==> src/rtl/amiga_dtackgen_pkg.sv <==
// Shared definitions for the Amiga 68000 bus-cycle terminator: FSM encoding
// and a helper for slicing fields out of packed per-region parameters.
package amiga_dtackgen_pkg;

  localparam logic [1:0] ST_IDLE = 2'd0;
  localparam logic [1:0] ST_WAIT = 2'd1;
  localparam logic [1:0] ST_ACK  = 2'd2;
  localparam logic [1:0] ST_BERR = 2'd3;

  typedef enum logic [1:0] {
    S_IDLE = ST_IDLE,
    S_WAIT = ST_WAIT,
    S_ACK  = ST_ACK,
    S_BERR = ST_BERR
  } state_e;

  localparam int FIELD_MAX_W = 256;

  // Returns field idx of width w (w <= 32) from a packed parameter vector.
  function automatic logic [31:0] field_get(input logic [FIELD_MAX_W-1:0] vec,
                                            input int idx, input int w);
    return 32'(vec >> (idx * w)) & ((32'd1 << w) - 32'd1);
  endfunction

endpackage

==> src/rtl/amiga_dtackgen_if.sv <==
// CPU-side bus and region-enable signals of the DTACK generator.
interface amiga_dtackgen_if #(
  parameter int NREGIONS = 2,
  parameter int ADDR_W   = 5
);
  logic [ADDR_W-1:0]   A;
  logic                _AS;
  logic                RW;
  logic                _OVR;
  logic                OVL;
  logic                XRDY;
  logic [NREGIONS-1:0] _CE;
  logic                _DTACK;
  logic                _BERR;
  logic                _DOE;

  modport master (
    output A, _AS, RW, _OVR, OVL, XRDY,
    input  _CE, _DTACK, _BERR, _DOE
  );

  modport slave (
    input  A, _AS, RW, _OVR, OVL, XRDY,
    output _CE, _DTACK, _BERR, _DOE
  );
endinterface

==> src/rtl/amiga_dtackgen_sync2.sv <==
// Two-flop synchroniser for an asynchronous strobe; resets to RST_VAL.
module amiga_sync2 #(
  parameter logic RST_VAL = 1'b1
) (
  input  logic clk_i,
  input  logic rst_ni,
  input  logic d_i,
  output logic q_o
);
  logic meta_q;
  logic sync_q;

  always_ff @(posedge clk_i or negedge rst_ni) begin
    if (!rst_ni) begin
      meta_q <= RST_VAL;
      sync_q <= RST_VAL;
    end else begin
      meta_q <= d_i;
      sync_q <= meta_q;
    end
  end

  assign q_o = sync_q;
endmodule

==> src/rtl/amiga_dtackgen.sv <==
// Multi-region 68000 bus-cycle terminator: address decode with ROM overlay,
// per-region wait states stretched by XRDY, /DTACK, /DOE and timeout /BERR.
module amiga_dtackgen
  import amiga_dtackgen_pkg::*;
#(
  parameter int                           NREGIONS    = 2,
  parameter int                           ADDR_W      = 5,
  parameter int                           WAIT_W      = 4,
  parameter logic [NREGIONS*ADDR_W-1:0]   REGION_BASE = {5'b11000, 5'b11111},
  parameter logic [NREGIONS*ADDR_W-1:0]   REGION_MASK = '1,
  parameter logic [NREGIONS*WAIT_W-1:0]   REGION_WAIT = {4'd2, 4'd0},
  parameter int                           OVL_REGION  = 0,
  parameter int                           TIMEOUT     = 64
) (
  input  logic             CLK,
  input  logic             _RESET,
  amiga_dtackgen_if.slave  bus
);

  localparam int IDX_W   = (NREGIONS > 1) ? $clog2(NREGIONS) : 1;
  localparam int STALL_W = (TIMEOUT > 1) ? $clog2(TIMEOUT + 1) : 1;
  localparam logic [STALL_W-1:0] TO_LAST = STALL_W'((TIMEOUT > 0) ? TIMEOUT - 1 : 0);

  logic                as_s;
  logic                hit;
  logic [IDX_W-1:0]    hit_idx;
  logic [WAIT_W-1:0]   cnt_d;
  logic [NREGIONS-1:0] ce_n_d;

  state_e              state_q;
  logic                rw_q;
  logic [WAIT_W-1:0]   cnt_q;
  logic [STALL_W-1:0]  stall_q;
  logic [NREGIONS-1:0] ce_n_q;
  logic                dtack_n_q;
  logic                berr_n_q;
  logic                doe_n_q;

  amiga_sync2 #(.RST_VAL(1'b1)) u_as_sync (
    .clk_i  (CLK),
    .rst_ni (_RESET),
    .d_i    (bus._AS),
    .q_o    (as_s)
  );

  // Scan from the top index down so the lowest matching region wins.
  always_comb begin
    hit     = 1'b0;
    hit_idx = '0;
    for (int i = NREGIONS - 1; i >= 0; i--) begin
      if ((((bus.A ^ ADDR_W'(field_get(FIELD_MAX_W'(REGION_BASE), i, ADDR_W)))
            & ADDR_W'(field_get(FIELD_MAX_W'(REGION_MASK), i, ADDR_W))) == '0) ||
          ((i == OVL_REGION) && bus.OVL && (bus.A == '0))) begin
        hit     = 1'b1;
        hit_idx = IDX_W'(i);
      end
    end
    cnt_d  = WAIT_W'(field_get(FIELD_MAX_W'(REGION_WAIT), int'(hit_idx), WAIT_W));
    ce_n_d = ~(NREGIONS'(1) << hit_idx);
  end

  always_ff @(posedge CLK or negedge _RESET) begin
    if (!_RESET) begin
      state_q   <= S_IDLE;
      rw_q      <= 1'b0;
      cnt_q     <= '0;
      stall_q   <= '0;
      ce_n_q    <= '1;
      dtack_n_q <= 1'b1;
      berr_n_q  <= 1'b1;
      doe_n_q   <= 1'b1;
    end else begin
      case (state_q)
        S_IDLE: begin
          if (!as_s && hit && bus._OVR) begin
            state_q <= S_WAIT;
            rw_q    <= bus.RW;
            cnt_q   <= cnt_d;
            stall_q <= '0;
            ce_n_q  <= ce_n_d;
          end
        end
        S_WAIT: begin
          if (as_s) begin
            state_q <= S_IDLE;
            ce_n_q  <= '1;
          end else if (bus.XRDY) begin
            if (cnt_q == '0) begin
              state_q   <= S_ACK;
              dtack_n_q <= 1'b0;
              doe_n_q   <= !rw_q;
            end else begin
              cnt_q <= cnt_q - 1'b1;
            end
          end else begin
            // Stall count saturates so a disabled timeout can never wrap into a match.
            if (stall_q != '1) stall_q <= stall_q + 1'b1;
            if ((TIMEOUT != 0) && (stall_q == TO_LAST)) begin
              state_q  <= S_BERR;
              berr_n_q <= 1'b0;
            end
          end
        end
        S_ACK, S_BERR: begin
          if (as_s) begin
            state_q   <= S_IDLE;
            ce_n_q    <= '1;
            dtack_n_q <= 1'b1;
            berr_n_q  <= 1'b1;
            doe_n_q   <= 1'b1;
          end
        end
        default: state_q <= S_IDLE;
      endcase
    end
  end

  assign bus._CE    = ce_n_q;
  assign bus._DTACK = dtack_n_q;
  assign bus._BERR  = berr_n_q;
  assign bus._DOE   = doe_n_q;

endmodule
==> src/flat_wrapper.sv <==
// flat-port wrapper written by rule: the top's interface ports become plain ports
module amiga_dtackgen_flat import amiga_dtackgen_pkg::*;
#(
  parameter int                           NREGIONS    = 2,
  parameter int                           ADDR_W      = 5,
  parameter int                           WAIT_W      = 4,
  parameter logic [NREGIONS*ADDR_W-1:0]   REGION_BASE = {5'b11000, 5'b11111},
  parameter logic [NREGIONS*ADDR_W-1:0]   REGION_MASK = '1,
  parameter logic [NREGIONS*WAIT_W-1:0]   REGION_WAIT = {4'd2, 4'd0},
  parameter int                           OVL_REGION  = 0,
  parameter int                           TIMEOUT     = 64
)
  (CLK, _RESET, bus_A, bus__AS, bus_RW, bus__OVR, bus_OVL, bus_XRDY, bus__CE, bus__DTACK, bus__BERR, bus__DOE);
  amiga_dtackgen_if #(.NREGIONS(NREGIONS), .ADDR_W(ADDR_W)) bus_i ();
  input  logic CLK;
  input  logic _RESET;
  input wire logic [$bits(bus_i.A)-1:0] bus_A;
  input wire logic [$bits(bus_i._AS)-1:0] bus__AS;
  input wire logic [$bits(bus_i.RW)-1:0] bus_RW;
  input wire logic [$bits(bus_i._OVR)-1:0] bus__OVR;
  input wire logic [$bits(bus_i.OVL)-1:0] bus_OVL;
  input wire logic [$bits(bus_i.XRDY)-1:0] bus_XRDY;
  output wire logic [$bits(bus_i._CE)-1:0] bus__CE;
  output wire logic [$bits(bus_i._DTACK)-1:0] bus__DTACK;
  output wire logic [$bits(bus_i._BERR)-1:0] bus__BERR;
  output wire logic [$bits(bus_i._DOE)-1:0] bus__DOE;
  assign bus_i.A = bus_A;
  assign bus_i._AS = bus__AS;
  assign bus_i.RW = bus_RW;
  assign bus_i._OVR = bus__OVR;
  assign bus_i.OVL = bus_OVL;
  assign bus_i.XRDY = bus_XRDY;
  assign bus__CE = bus_i._CE;
  assign bus__DTACK = bus_i._DTACK;
  assign bus__BERR = bus_i._BERR;
  assign bus__DOE = bus_i._DOE;
  amiga_dtackgen #(.NREGIONS(NREGIONS), .ADDR_W(ADDR_W), .WAIT_W(WAIT_W), .REGION_BASE(REGION_BASE), .REGION_MASK(REGION_MASK), .REGION_WAIT(REGION_WAIT), .OVL_REGION(OVL_REGION), .TIMEOUT(TIMEOUT)) u_core (.CLK(CLK), ._RESET(_RESET), .bus(bus_i));
endmodule
==> config.mk <==
export PLATFORM = sky130hd
export DESIGN_NAME = amiga_dtackgen_flat
export DESIGN_NICKNAME = d
export VERILOG_FILES = /design/src/rtl/amiga_dtackgen_pkg.sv /design/src/rtl/amiga_dtackgen_if.sv /design/src/rtl/amiga_dtackgen_sync2.sv /design/src/rtl/amiga_dtackgen.sv /design/src/flat_wrapper.sv
export SDC_FILE = /design/constraint.sdc
export NUM_CORES = 1
export LEC_CHECK = 0
export BUFFER_PORTS_ARGS = -buffer_cell sky130_fd_sc_hd__buf_2
export CAP_MARGIN = 20
export CORE_MARGIN = 2
export CORE_UTILIZATION = 59
export DETAILED_ROUTE_END_ITERATION = 16
export PLACE_DENSITY = 0.93
export SLEW_MARGIN = 0
export SYNTH_ARGS = -nofsm -noshare
export SYNTH_HDL_FRONTEND = slang
export SYNTH_HIERARCHICAL = 1
export SYNTH_SLANG_ARGS = --single-unit
==> constraint.sdc <==
create_clock -name CLK -period 2.65 [get_ports CLK]
set_input_delay 0.265 -clock CLK [delete_from_list [all_inputs] [get_ports CLK]]
set_output_delay 0.265 -clock CLK [all_outputs]
set_load 0.05 [all_outputs]
# Word level (Yosys, flattened, before mapping)
# Index checks and enable logic that the tools add are counted.
# classes
eq_ne,17
reduce_logical,22
addsub,2
n_mux,36
shifts,2
bitwise_logic,3
# ops
cell,count
$mux W7,4
$reduce_and A5 Y1,4
$mux W2,8
$mux W4,4
$logic_not A5 Y1,3
$pmux W7 S2,1
$mux W1,13
$ne A2 B1 Y1 const B,5
$ne A2 B2 Y1 const B,5
$ne A4 B3 Y1 const B,2
$pmux W4 S2,1
$add A7 B1 Y7 const B,1
$eq A7 B6 Y1 const B,1
$ne A7 B7 Y1 const B,1
$pmux W1 S2,3
$pmux W2 S3,1
$shr A6 B3 Y4 const A,1
$not A5 Y5,1
$eq A2 B2 Y1 const B,2
$logic_not A4 Y1,1
$not A2 Y2,2
$pmux W2 S2,1
$reduce_and A2 Y1,2
$reduce_and A4 Y1,1
10 further kinds,14
# word_totals
inputBits,12
out_inout_bits,5
reg_bits,21

# Longest topological paths before layout
# depth
word_depth,8
ltp_mapped,6
ltp_nobuf,6

# Hierarchy
# Netlist, hierarchy kept.
# by_module_without_submodules
mod,area_each_um2,cells_each,n_inst
amiga_dtackgen,1113.6,109,1
amiga_sync2,52.6,2,1

# Worst setup path after synthesis
# No wires, ideal clock.
# synth_timing
path_type,register to register
start,reg u_core.state_q[0]
end,reg u_core.rw_q
stages_incl_launch_ff,5
setup_ps,125
t_arrival_ps,1403
path_slack_ps,1122
cell_sequence,dfrtp_1 -> nor4b_4 -> o211ai_2 -> nand2_4 -> mux2_2
# synth_between
elab_chain_len,2
# synth_lines
item,line,text
from (decl),amiga_dtackgen.sv:30,state_e state_q;
from (signal assigned),amiga_dtackgen.sv:64,state_q <= S_IDLE;
from (signal assigned),amiga_dtackgen.sv:76,state_q <= S_WAIT;
from (signal assigned),amiga_dtackgen.sv:85,state_q <= S_IDLE;
$logic_not A2 Y1,amiga_dtackgen.sv:73,case (state_q)
$reduce_and A2 Y1 (no line),-,
to (signal assigned),amiga_dtackgen.sv:77,rw_q <= bus.RW;
to (decl),amiga_dtackgen.sv:31,logic rw_q;
# Every way passes these cells.
# A chain may end at the register's enable or synchronous reset.

# Worst setup path after layout
# layout_timing
start,reg u_core.cnt_q[0]
end,reg u_core.cnt_q[0]
# layout_between
elab_chain_len,5
elab_cells_between_ends,8
cone_classes,add/sub: 1; eq/ne: 1; mux: 4; reduce/logical: 2
# layout_lines
item,line,text
from (decl),amiga_dtackgen.sv:32,logic [WAIT_W-1:0] cnt_q;
from (signal assigned),amiga_dtackgen.sv:78,cnt_q <= cnt_d;
from (signal assigned),amiga_dtackgen.sv:93,cnt_q <= cnt_q - 1'b1;
$sub A4 B1 Y4,amiga_dtackgen.sv:93,
$mux W4,amiga_dtackgen.sv:88,if (cnt_q == '0) begin
$mux W4,amiga_dtackgen.sv:87,end else if (bus.XRDY) begin
$mux W4,amiga_dtackgen.sv:84,if (as_s) begin
$pmux W4 S2,amiga_dtackgen.sv:73,
# Parallel ways exist; a longest one is shown, timed or not. The select of a mux whose other input is x is not followed.

==> flow_summary_export.csv <==
group,metric,value,unit
detailed_routing,drtPass1Iterations,4,
logic_synthesis,async_reset_ff_frac,1.00,
detailed_routing,route.detailed.drc,0,
die,die_area,0.00235,sq mm
detailed_routing,vias_per_cell,6.00,
setup_path,cpPeakStageDelay,0.53,ns
pwr,ir_worst_vdd,0.471,mV
global_routing,grt_pass1_vias,968,
cells_and_area,final_area,0.00129,sq mm
setup_path,path_class,"flip-flop to flip-flop",
worst_hold_path,hold_depth,1,
logic_synthesis,yosys.area.top_type,"dfrtp_1",
sta,fin_crit_sh,0.704,
die,coreArea,0.00190,sq mm
setup_path,cp_cell_sequence,"inv_1 -> ha_1 -> inv_1 -> o311ai_1 -> nand3_1 -> mux2i_1",
global_routing,grt_use_total,0.244,
detailed_routing,detail_route.wirelength,2.45,mm
cells_and_area,fin_nets,145,
setup_path,critPathMaxFanout,4,
setup_path,reg2reg_setup_slack,0.78,ns
setup_path,crit_arrival,2.09,ns
setup_path,required,2.87,ns
logic_synthesis,synth_seq_cells,21,
worst_hold_path,hold_class,"primary input to flip-flop",
clock_network,cts_tree,"yes",
logic_synthesis,synth_nets,126,
cells_and_area,fin_util,0.676,
logic_synthesis,yosysTopAreaCellShare,0.300,
detailed_routing,drtIter0Drc,18,
global_routing,grt_pass1_wl,4.40,mm
cells_and_area,instances_no_fill,156,
place,dp_hpwl,1.83,mm
cells_and_area,syn2layout_area_growth,10.3,%
sta,maxSlewViolCount,0,
global_routing,grt_max_degree,22,
global_routing,grt-ovfl-total,0,
cells_and_area,ff_latch_area,534,sq um
detailed_routing,routedWlPerCell,15.7,microns
sta,relSlewSlack,0.582,
detailed_routing,via_count,936,
sta,worst_pin_slew,0.617,ns
setup_path,timing.rr.start,"u_core/cnt_q[0]$_DFFE_PN0P_",
place,dp_cells,151,
worst_hold_path,whs_endpoint,"u_core/u_as_sync/meta_q$_DFF_PN1_",
clock_network,cts_inserted_buffers,3,
die,rows,16,
setup_path,r2r_end,"u_core/cnt_q[0]$_DFFE_PN0P_",
clock_network,root_buffer,"clkbuf_4",
setup_path,cpMostUsedCell,"inv_1",
logic_synthesis,yosys_warnings,6,
sta,setup-tns-final,0,ns
outcome,outcome,"complete, no violations",
logic_synthesis,yosysMostFrequentCell,"dfrtp_1",
clock_network,cts_sinks,21,
die,die_h,48.5,microns
logic_synthesis,synth.avg_cell_area,10.5,sq um
logic_synthesis,synth_edf_count,0,
sta,max_freq,536,MHz
clock_network,cts.path.max_buffers,2,
logic_synthesis,synthCells,111,
clock_network,clk_pin_slew,0.12,ns
setup_path,critPathLaunchType,"flip-flop",
setup_path,crit_family,"compound AO/OA/AOI/OAI gates",
global_routing,antenna_found_initial,0,
sta,whs,0.0576,ns
pwr,p_leak,0.567,nW
logic_synthesis,synth_area,0.00117,sq mm
die,die_w,48.5,microns
setup_path,r2r_cells,6,
place,dpl_cell_area,0.00125,sq mm
logic_synthesis,synth_sequential_area_ratio,0.458,
pwr,power_density,645,mW/mm^2
cells_and_area,multi_input_area,564,sq um
sta,post-route-min-period,1.87,ns
sta,hold_violations,0,
logic_synthesis,ys_types,39,
place,portBuffers,16,
setup_path,critPathCaptureType,"flip-flop",
logic_synthesis,synthFlopType,"dfrtp_1",
setup_path,cp_slowest_cell,"o311ai_1",
logic_synthesis,ys_top_cells_by_count,"dfrtp_1 (14), inv_1 (10), nand3_1 (10)",
sta,clock-skew-final,0.0116,ns
die,initial_core_util,0.613,
die,num_io_pins,17,
logic_synthesis,synthTopCellsByArea,"dfrtp_1 (30%), dfstp_2 (16%), nand3_1 (4.3%), nor4b_4 (4.1%), ha_1 (3.2%)",
worst_hold_path,min_from,"bus__AS",
sta,finalSetupViolations,0,
cells_and_area,diodes,0,
clock_network,insertion_delay,0.30,ns
clock_network,htreeDepth,1,
cells_and_area,nFillCells,136,
place,gp_congestion,0.832,
cells_and_area,layout-drive-gt1-share,0.302,
detailed_routing,postRouteAntennaNets,0,
setup_path,crit_buf_inv,2,
job,maxCapViolCount,0,
sta,rsz0062_at_grt,"false",
## placed cells by master (no fill, tap or decap), types with 2 or more instances in the layout
master / Yosys / layout
o22ai_1: 3 / 3
nand2_1: 7 / 7
and3_1: 2 / 2
clkbuf_4: 0 / 3
dfstp_2: 7 / 7
o21ai_0: 5 / 5
mux2i_1: 3 / 3
inv_1: 10 / 10
o31a_1: 4 / 4
nor2_1: 5 / 5
nor4b_4: 2 / 2
nand2b_1: 2 / 2
dfrtp_1: 14 / 14
nand3_1: 10 / 10
mux2_2: 3 / 3
ha_1: 3 / 3
a21oi_1: 6 / 6
buf_2: 0 / 16
nor3_1: 2 / 2
## metal layers
layer	vias to the layer above	routed length (microns)	share of wire	track usage
li1	440	-	-	-
met1	454	1020	0.42	0.304
met2	36	1260	0.51	0.412
met3	6	127	0.052	0.0432
met4	0	44	0.018	0.119
met5	-	0	0	0
## layout make-up
type | instances | share of cell area
Multi-Input combinational cell | 77 | 0.439
Sequential cell | 21 | 0.415
Timing Repair Buffer | 17 | 0.0700
Inverter | 10 | 0.0292
Tap cell | 27 | 0.0263
Clock buffer | 4 | 0.0204
## worst register-to-register path, cell delays in order, from the launching register on
cell and delay [ns]:
dfrtp_1 0.43, inv_1 0.09, ha_1 0.17, inv_1 0.06, o311ai_1 0.53, nand3_1 0.27
mux2i_1 0.24
## power breakdown
| part | switching, mW | total (mW) | internal, mW |
|---|---|---|---|
| combinational | 0.129 | 0.209 | 0.0800 |
| sequential | 0.0726 | 0.466 | 0.393 |
| clock | 0.0951 | 0.154 | 0.0586 |
| total | 0.297 | 0.829 | 0.532 |
## how the worst max path moves through the flow
stage	slack [ns]	cells after the start	endpoint	start
floorplan	1.12	4	u_core/rw_q$_DFFE_PN0P_	u_core/state_q[0]$_DFFE_PN0P_
global placement	0.99	4	u_core/rw_q$_DFFE_PN0P_	u_core/state_q[1]$_DFFE_PN0P_
detailed placement	0.85	6	u_core/cnt_q[0]$_DFFE_PN0P_	u_core/cnt_q[0]$_DFFE_PN0P_
CTS	0.83	6	u_core/cnt_q[0]$_DFFE_PN0P_	u_core/cnt_q[0]$_DFFE_PN0P_
global route	0.60	6	u_core/cnt_q[0]$_DFFE_PN0P_	u_core/cnt_q[0]$_DFFE_PN0P_
finish	0.78	6	u_core/cnt_q[0]$_DFFE_PN0P_	u_core/cnt_q[0]$_DFFE_PN0P_
## sequential cells by signal, indices dropped and copies added, names as in the netlist
name and cells:
u_core/stall_q 7, u_core/rw_q 1, u_core/bus._BERR 1, u_core/state_q 2, u_core/bus._CE 2, u_core/u_as_sync/q_o 1, u_core/bus._DTACK 1, u_core/cnt_q 4
u_core/bus._DOE 1, u_core/u_as_sync/meta_q 1
## kinds of logic (layout without fill, tap and decap cells)
logic type	count (synthesis)	count (layout)	synth area share
flops	21	21	0.458
xor+xnor	1	1	0.00751
fa+ha+maj	3	3	0.0322
compound gates	26	26	0.157
mux	6	6	0.0547
buf+inv	13	31	0.0579
simple gates	41	41	0.233
## repair_timing
| item | in CTS | in global routing |
|---|---|---|
| resized for setup | 0 | 0 |
| buffers inserted | 0 | 0 |
| hold endpoints to repair | 14 | 0 |
| hold buffers | 1 | 0 |
## metrics by stage
stage | power (mW) | setup WS [ns]
final | 0.829 | 0.783
after floorplan | 0.608 | 1.12
after CTS | 0.835 | 0.828
after global routing | 0.884 | 0.597
after global placement | 0.658 | 0.987
after detailed placement | 0.678 | 0.848
Note: power is estimated with default switching activity, not from simulation.
